==> src/rtl/regfile_branch_pc.sv <==
// regfile_branch_pc: parametrised register file with bypassed reads, equality
// compare and a program counter that steps, branches or stalls.
//
// Ports:
//   Clock         rising-edge clock
//   Reset_n       asynchronous active-low reset (registers 0, PC_out = RESET_PC)
//   RS, RT        read indices for operands A and B
//   RD            write index
//   WriteData     write data
//   RegWrite      write enable (never blocked by Stall)
//   ReadRS/ReadRT combinational operands, bypassed from WriteData on RD match
//   Branch        branch-if-equal request
//   BranchOffset  signed byte offset, sign-extended to PC_WIDTH
//   Stall         hold PC this cycle
//   Equal         combinational ReadRS == ReadRT
//   PC_out        registered program counter
//   BranchTaken   registered, high for the cycle after a taken branch
//
// Optional feature: define REGFILE_ZERO_REG_EN to hardwire register 0 to zero.
module regfile_branch_pc #(
    parameter int DATA_WIDTH = 16,
    parameter int ADDR_WIDTH = 2,
    parameter int PC_WIDTH = 16,
    parameter int PC_STEP = 2,
    parameter int OFFSET_WIDTH = 8,
    parameter logic [PC_WIDTH-1:0] RESET_PC = '0
) (
    input  logic                    Clock,
    input  logic                    Reset_n,
    input  logic [ADDR_WIDTH-1:0]   RS,
    input  logic [ADDR_WIDTH-1:0]   RT,
    input  logic [ADDR_WIDTH-1:0]   RD,
    input  logic [DATA_WIDTH-1:0]   WriteData,
    input  logic                    RegWrite,
    output logic [DATA_WIDTH-1:0]   ReadRS,
    output logic [DATA_WIDTH-1:0]   ReadRT,
    input  logic                    Branch,
    input  logic [OFFSET_WIDTH-1:0] BranchOffset,
    input  logic                    Stall,
    output logic                    Equal,
    output logic [PC_WIDTH-1:0]     PC_out,
    output logic                    BranchTaken
);
    localparam int DEPTH = 1 << ADDR_WIDTH;

    logic [DATA_WIDTH-1:0] regs [DEPTH];
    logic                  wr_en;
    logic [PC_WIDTH-1:0]   offset_ext;
    logic                  taken;

    // Gating the write enable also gates the bypass, so register 0 stays
    // zero both in storage and on the read path when the feature is on.
`ifdef REGFILE_ZERO_REG_EN
    assign wr_en = RegWrite && (RD != '0);
`else
    assign wr_en = RegWrite;
`endif

    assign ReadRS     = (wr_en && RD == RS) ? WriteData : regs[RS];
    assign ReadRT     = (wr_en && RD == RT) ? WriteData : regs[RT];
    assign Equal      = ReadRS == ReadRT;
    assign offset_ext = PC_WIDTH'($signed(BranchOffset));
    assign taken      = Branch && Equal;

    always_ff @(posedge Clock or negedge Reset_n) begin
        if (!Reset_n) begin
            for (int i = 0; i < DEPTH; i++) regs[i] <= '0;
        end else if (wr_en) begin
            regs[RD] <= WriteData;
        end
    end

    always_ff @(posedge Clock or negedge Reset_n) begin
        if (!Reset_n) begin
            PC_out      <= RESET_PC;
            BranchTaken <= 1'b0;
        end else begin
            PC_out      <= Stall ? PC_out : taken ? PC_out + offset_ext : PC_out + PC_WIDTH'(PC_STEP);
            BranchTaken <= !Stall && taken;
        end
    end
endmodule
==> config.mk <==
export PLATFORM = sky130hd
export DESIGN_NAME = regfile_branch_pc
export DESIGN_NICKNAME = d
export VERILOG_FILES = /design/src/rtl/regfile_branch_pc.sv
export SDC_FILE = /design/constraint.sdc
export NUM_CORES = 1
export LEC_CHECK = 0
export CORE_ASPECT_RATIO = 1.25
export CORE_UTILIZATION = 47
export CTS_CLUSTER_DIAMETER = 80
export CTS_CLUSTER_SIZE = 24
export DETAILED_ROUTE_END_ITERATION = 7
export GPL_TIMING_DRIVEN = 1
export PLACE_DENSITY = 0.71
export SLEW_MARGIN = 10
export SYNTH_ARGS = -nofsm -noshare
export SYNTH_HDL_FRONTEND = slang
export SYNTH_SLANG_ARGS = --single-unit
==> constraint.sdc <==
create_clock -name Clock -period 3.75 [get_ports Clock]
set_input_delay 0.9375 -clock Clock [delete_from_list [all_inputs] [get_ports Clock]]
set_output_delay 0.9375 -clock Clock [all_outputs]
set_load 0.05 [all_outputs]
==> results.tsv <==
metric	value	unit
synth_edf_count	0	
power.total	4497	uW
nets	783	
cts_inserted_buffers	9	
rr_endpoint	PC_out[7]$_DFFE_PN0N_	
post-dp-hpwl	11300	microns
n_antenna_cell	0	
worstSetupStartpointType	primary input	
r2r_slack	720	ps
clockRootBuffer	clkbuf_16	
whs_endpoint	PC_out[15]$_DFFE_PN0N_	
clock_path_buffers	2	
vias	5273	
placed_area	7422	sq um
cts_sinks	81	
final.setup_skew	9.875	ps
grt_pass1_vias	5424	
synth-seq-cells	81	
io_pins	85	
synthesis.area	5836	sq um
r2r.worst_path.cells	12	
finalWorstSetupSlack	-251.7	ps
period_needed	4002	ps
leakage	0.003583	uW
arrival	3060	ps
hold_viol_final	0	
htreeDepth	3	
coreArea	12110	sq um
critPathCaptureType	output port	
cp_num_buf_inv	5	
insertion_delay	340	ps
die_h	126.6	microns
ant_nets	0	
cp_data_required_time	2810	ps
synthTopCellsByArea	dfrtp_1 (35%), mux4_2 (12%), mux2_2 (8.9%)	
synth.top_cell.area_share	34.73	%
ys_warn_count	0	
tightest_slew	1048	ps
ys_dominant_reg_cell	dfrtp_1	
finalNonFillerCells	900	
vdd_drop_max	0.3409	mV
dp_slack	-823.0	ps
drive_above_1_share	34.38	%
power.density	558.6	nW/um^2
yosysSeqAreaShare	34.73	%
finalSetupViolations	1	
wl	16130	microns
dieArea	12870	sq um
viasPerCell	5.859	
io_buffers	84	
max_stage_delay	530	ps
antenna_found_initial	0	
hold_ws	478.3	ps
fp.dieW	101.7	microns
maxSlewViolCount	0	
cp_cell_sequence	buf_12 > buf_12 > buf_4 > mux4_2 > buf_4 > a22o_1 > mux2i_1 > a22oi_2 > nand4_1 > o22ai_2 > and2_4 > buf_12	
stdcell_area	8050	sq um
hold_start	PC_out[15]$_DFFE_PN0N_	
first_pass_iters	5	
grt_setup_unrepaired	true	
crit_type	in -> out	
yosysTopAreaCell	dfrtp_1	
maxCapViolations	0	
dp_cells	875	
cts-hold-fix-buffers	0	
clkTransAtPathRegs	60	ps
rr_startpoint	regs[14]$_DFFE_PN0P_	
violations	setup timing	
cp_max_fo	6	
max_slew_margin	30.13	%
drt_iter0_drc	253	
grt_pass1_wl	26230	microns
synth.distinct_cells	46	
crit_top_cell	buf_12	
cts_tree	yes	
routabilityCongestion	0.8174	
routedWlPerCell	17.93	microns
avgSynthCellArea	9.958	sq um
critPathTopFamily	multiplexers	
area_growth	37.95	%
min_path_type	reg -> reg	
syn_inst	586	
initial_utilization	48.21	%
grt.overflow.total	0	
period_share	106.7	%
min_delay_path_depth	1	
status	complete, but fails checks	
drc	0	
synth_fp_nets	638	
clock.fmax	0.2499	GHz
grt_max_degree	82	
grt_usage	26.41	%
rows	45	
ys_async_sr_fraction	100.0	%
crit_path_top_delay_cell	mux4_2	
[metrics by stage]
step	setup TNS, ps	utilization [%]
6_report	-251.7	66.50
5_1_grt	-337.2	66.50
4_1_cts	-224.0	65.76
3_5_place_dp	-9214	61.31
3_3_place_gp	-7611	61.31
2_1_floorplan	-127.6	-
[layer usage]
layer	part of all wire, %	track usage, %	wire, microns	up-vias
li1	-	-	-	2448
met1	40	32.44	6473	2600
met2	52	45.79	8407	188
met3	5.0	4.132	809	37
met4	2.7	10.74	442	0
met5	0	0	0	-
[cells in the mapped netlist, types with 6 or more instances]
master    count
nand2_1     115
dfrtp_1      81
mux2_2       46
o21ai_0      33
mux4_2       32
xnor2_1      29
a21oi_1      19
clkbuf_1     16
ha_1         16
mux2i_1      15
nor2_1       15
buf_2        14
inv_1        14
o22ai_1      14
and3_1       11
a22o_1        9
a22oi_1       9
nand3_1       9
o22a_1        8
a31oi_1       7
o21ai_1       6
[worst max-delay path by stage]
stage | start | endpoint | slack (ps) | cells after the start
2_1_floorplan | RS[0] | Equal | -130 | 9
3_5_place_dp | RD[0] | Equal | -820 | 11
5_1_grt | RT[0] | Equal | -340 | 10
4_1_cts | RS[0] | Equal | -220 | 10
6_report | RT[0] | Equal | -250 | 12
3_3_place_gp | RS[0] | Equal | -750 | 10
[area by class of cell]
class	instances	area, sq um
Fill cell	915	4055
Multi-Input combinational cell	453	3751
Sequential cell	81	2027
Clock buffer	11	232.7
Clock inverter	5	103.9
Timing Repair Buffer	172	1678
Inverter	14	52.55
Tap cell	164	205.2
[flip-flops by register name (all words and copies together), names as in the netlist]
signal	flops
BranchTaken	1
PC_out	16
regs	64
[worst register-to-register path: stages, from the launching register on]
cell and delay, ps:
dfrtp_1 400, mux4_2 560, buf_6 150, a221o_1 330, a22oi_2 210, a2111oi_4 80, nand4_1 120, o22ai_2 100
buf_4 140, buf_4 170, nand2_4 130, mux2_1 330, o22a_1 190
[logic make-up (layout without fill, tap and decap cells)]
group / count (synthesis) / count (layout) / synth area share (%)
compound gates: 130 / 130 / 14.77
xor+xnor: 34 / 34 / 5.103
fa+ha+maj: 17 / 17 / 3.774
buf+inv: 52 / 202 / 3.902
flops: 81 / 81 / 34.73
mux: 98 / 98 / 24.76
simple gates: 174 / 174 / 12.95
[power breakdown]
group          switching (uW)  total [uW]  internal [uW]  leakage, uW
clock                     356        1010            651     0.000164
sequential                171        1220           1050     0.000972
combinational            1260        2270           1010      0.00245
total                    1780        4500           2710      0.00358
[repair_timing]
action | CTS | global route
buffers inserted | 4 | 3
resized for setup | 57 | 14
cloned | 2 | 0
pin swaps | 16 | 13
endpoints found under the setup margin | 22 | 3
[layout by cell type, fill, tap and decap left out, types with 8 or more instances in the layout]
cell type	n
and3_1	9
xnor2_1	22
mux2i_1	15
nand2_1	115
buf_12	16
a22o_1	9
a21oi_1	17
o22a_1	8
nor2_1	15
clkbuf_16	9
o21ai_1	16
mux2_2	46
ha_1	16
buf_4	96
dfrtp_1	81
inv_1	14
o21ai_0	21
nand3_1	9
clkdlybuf4s50_1	43
mux4_2	32
o22ai_1	12
buf_6	9
No activity file was read; power rests on OpenSTA's default activity.
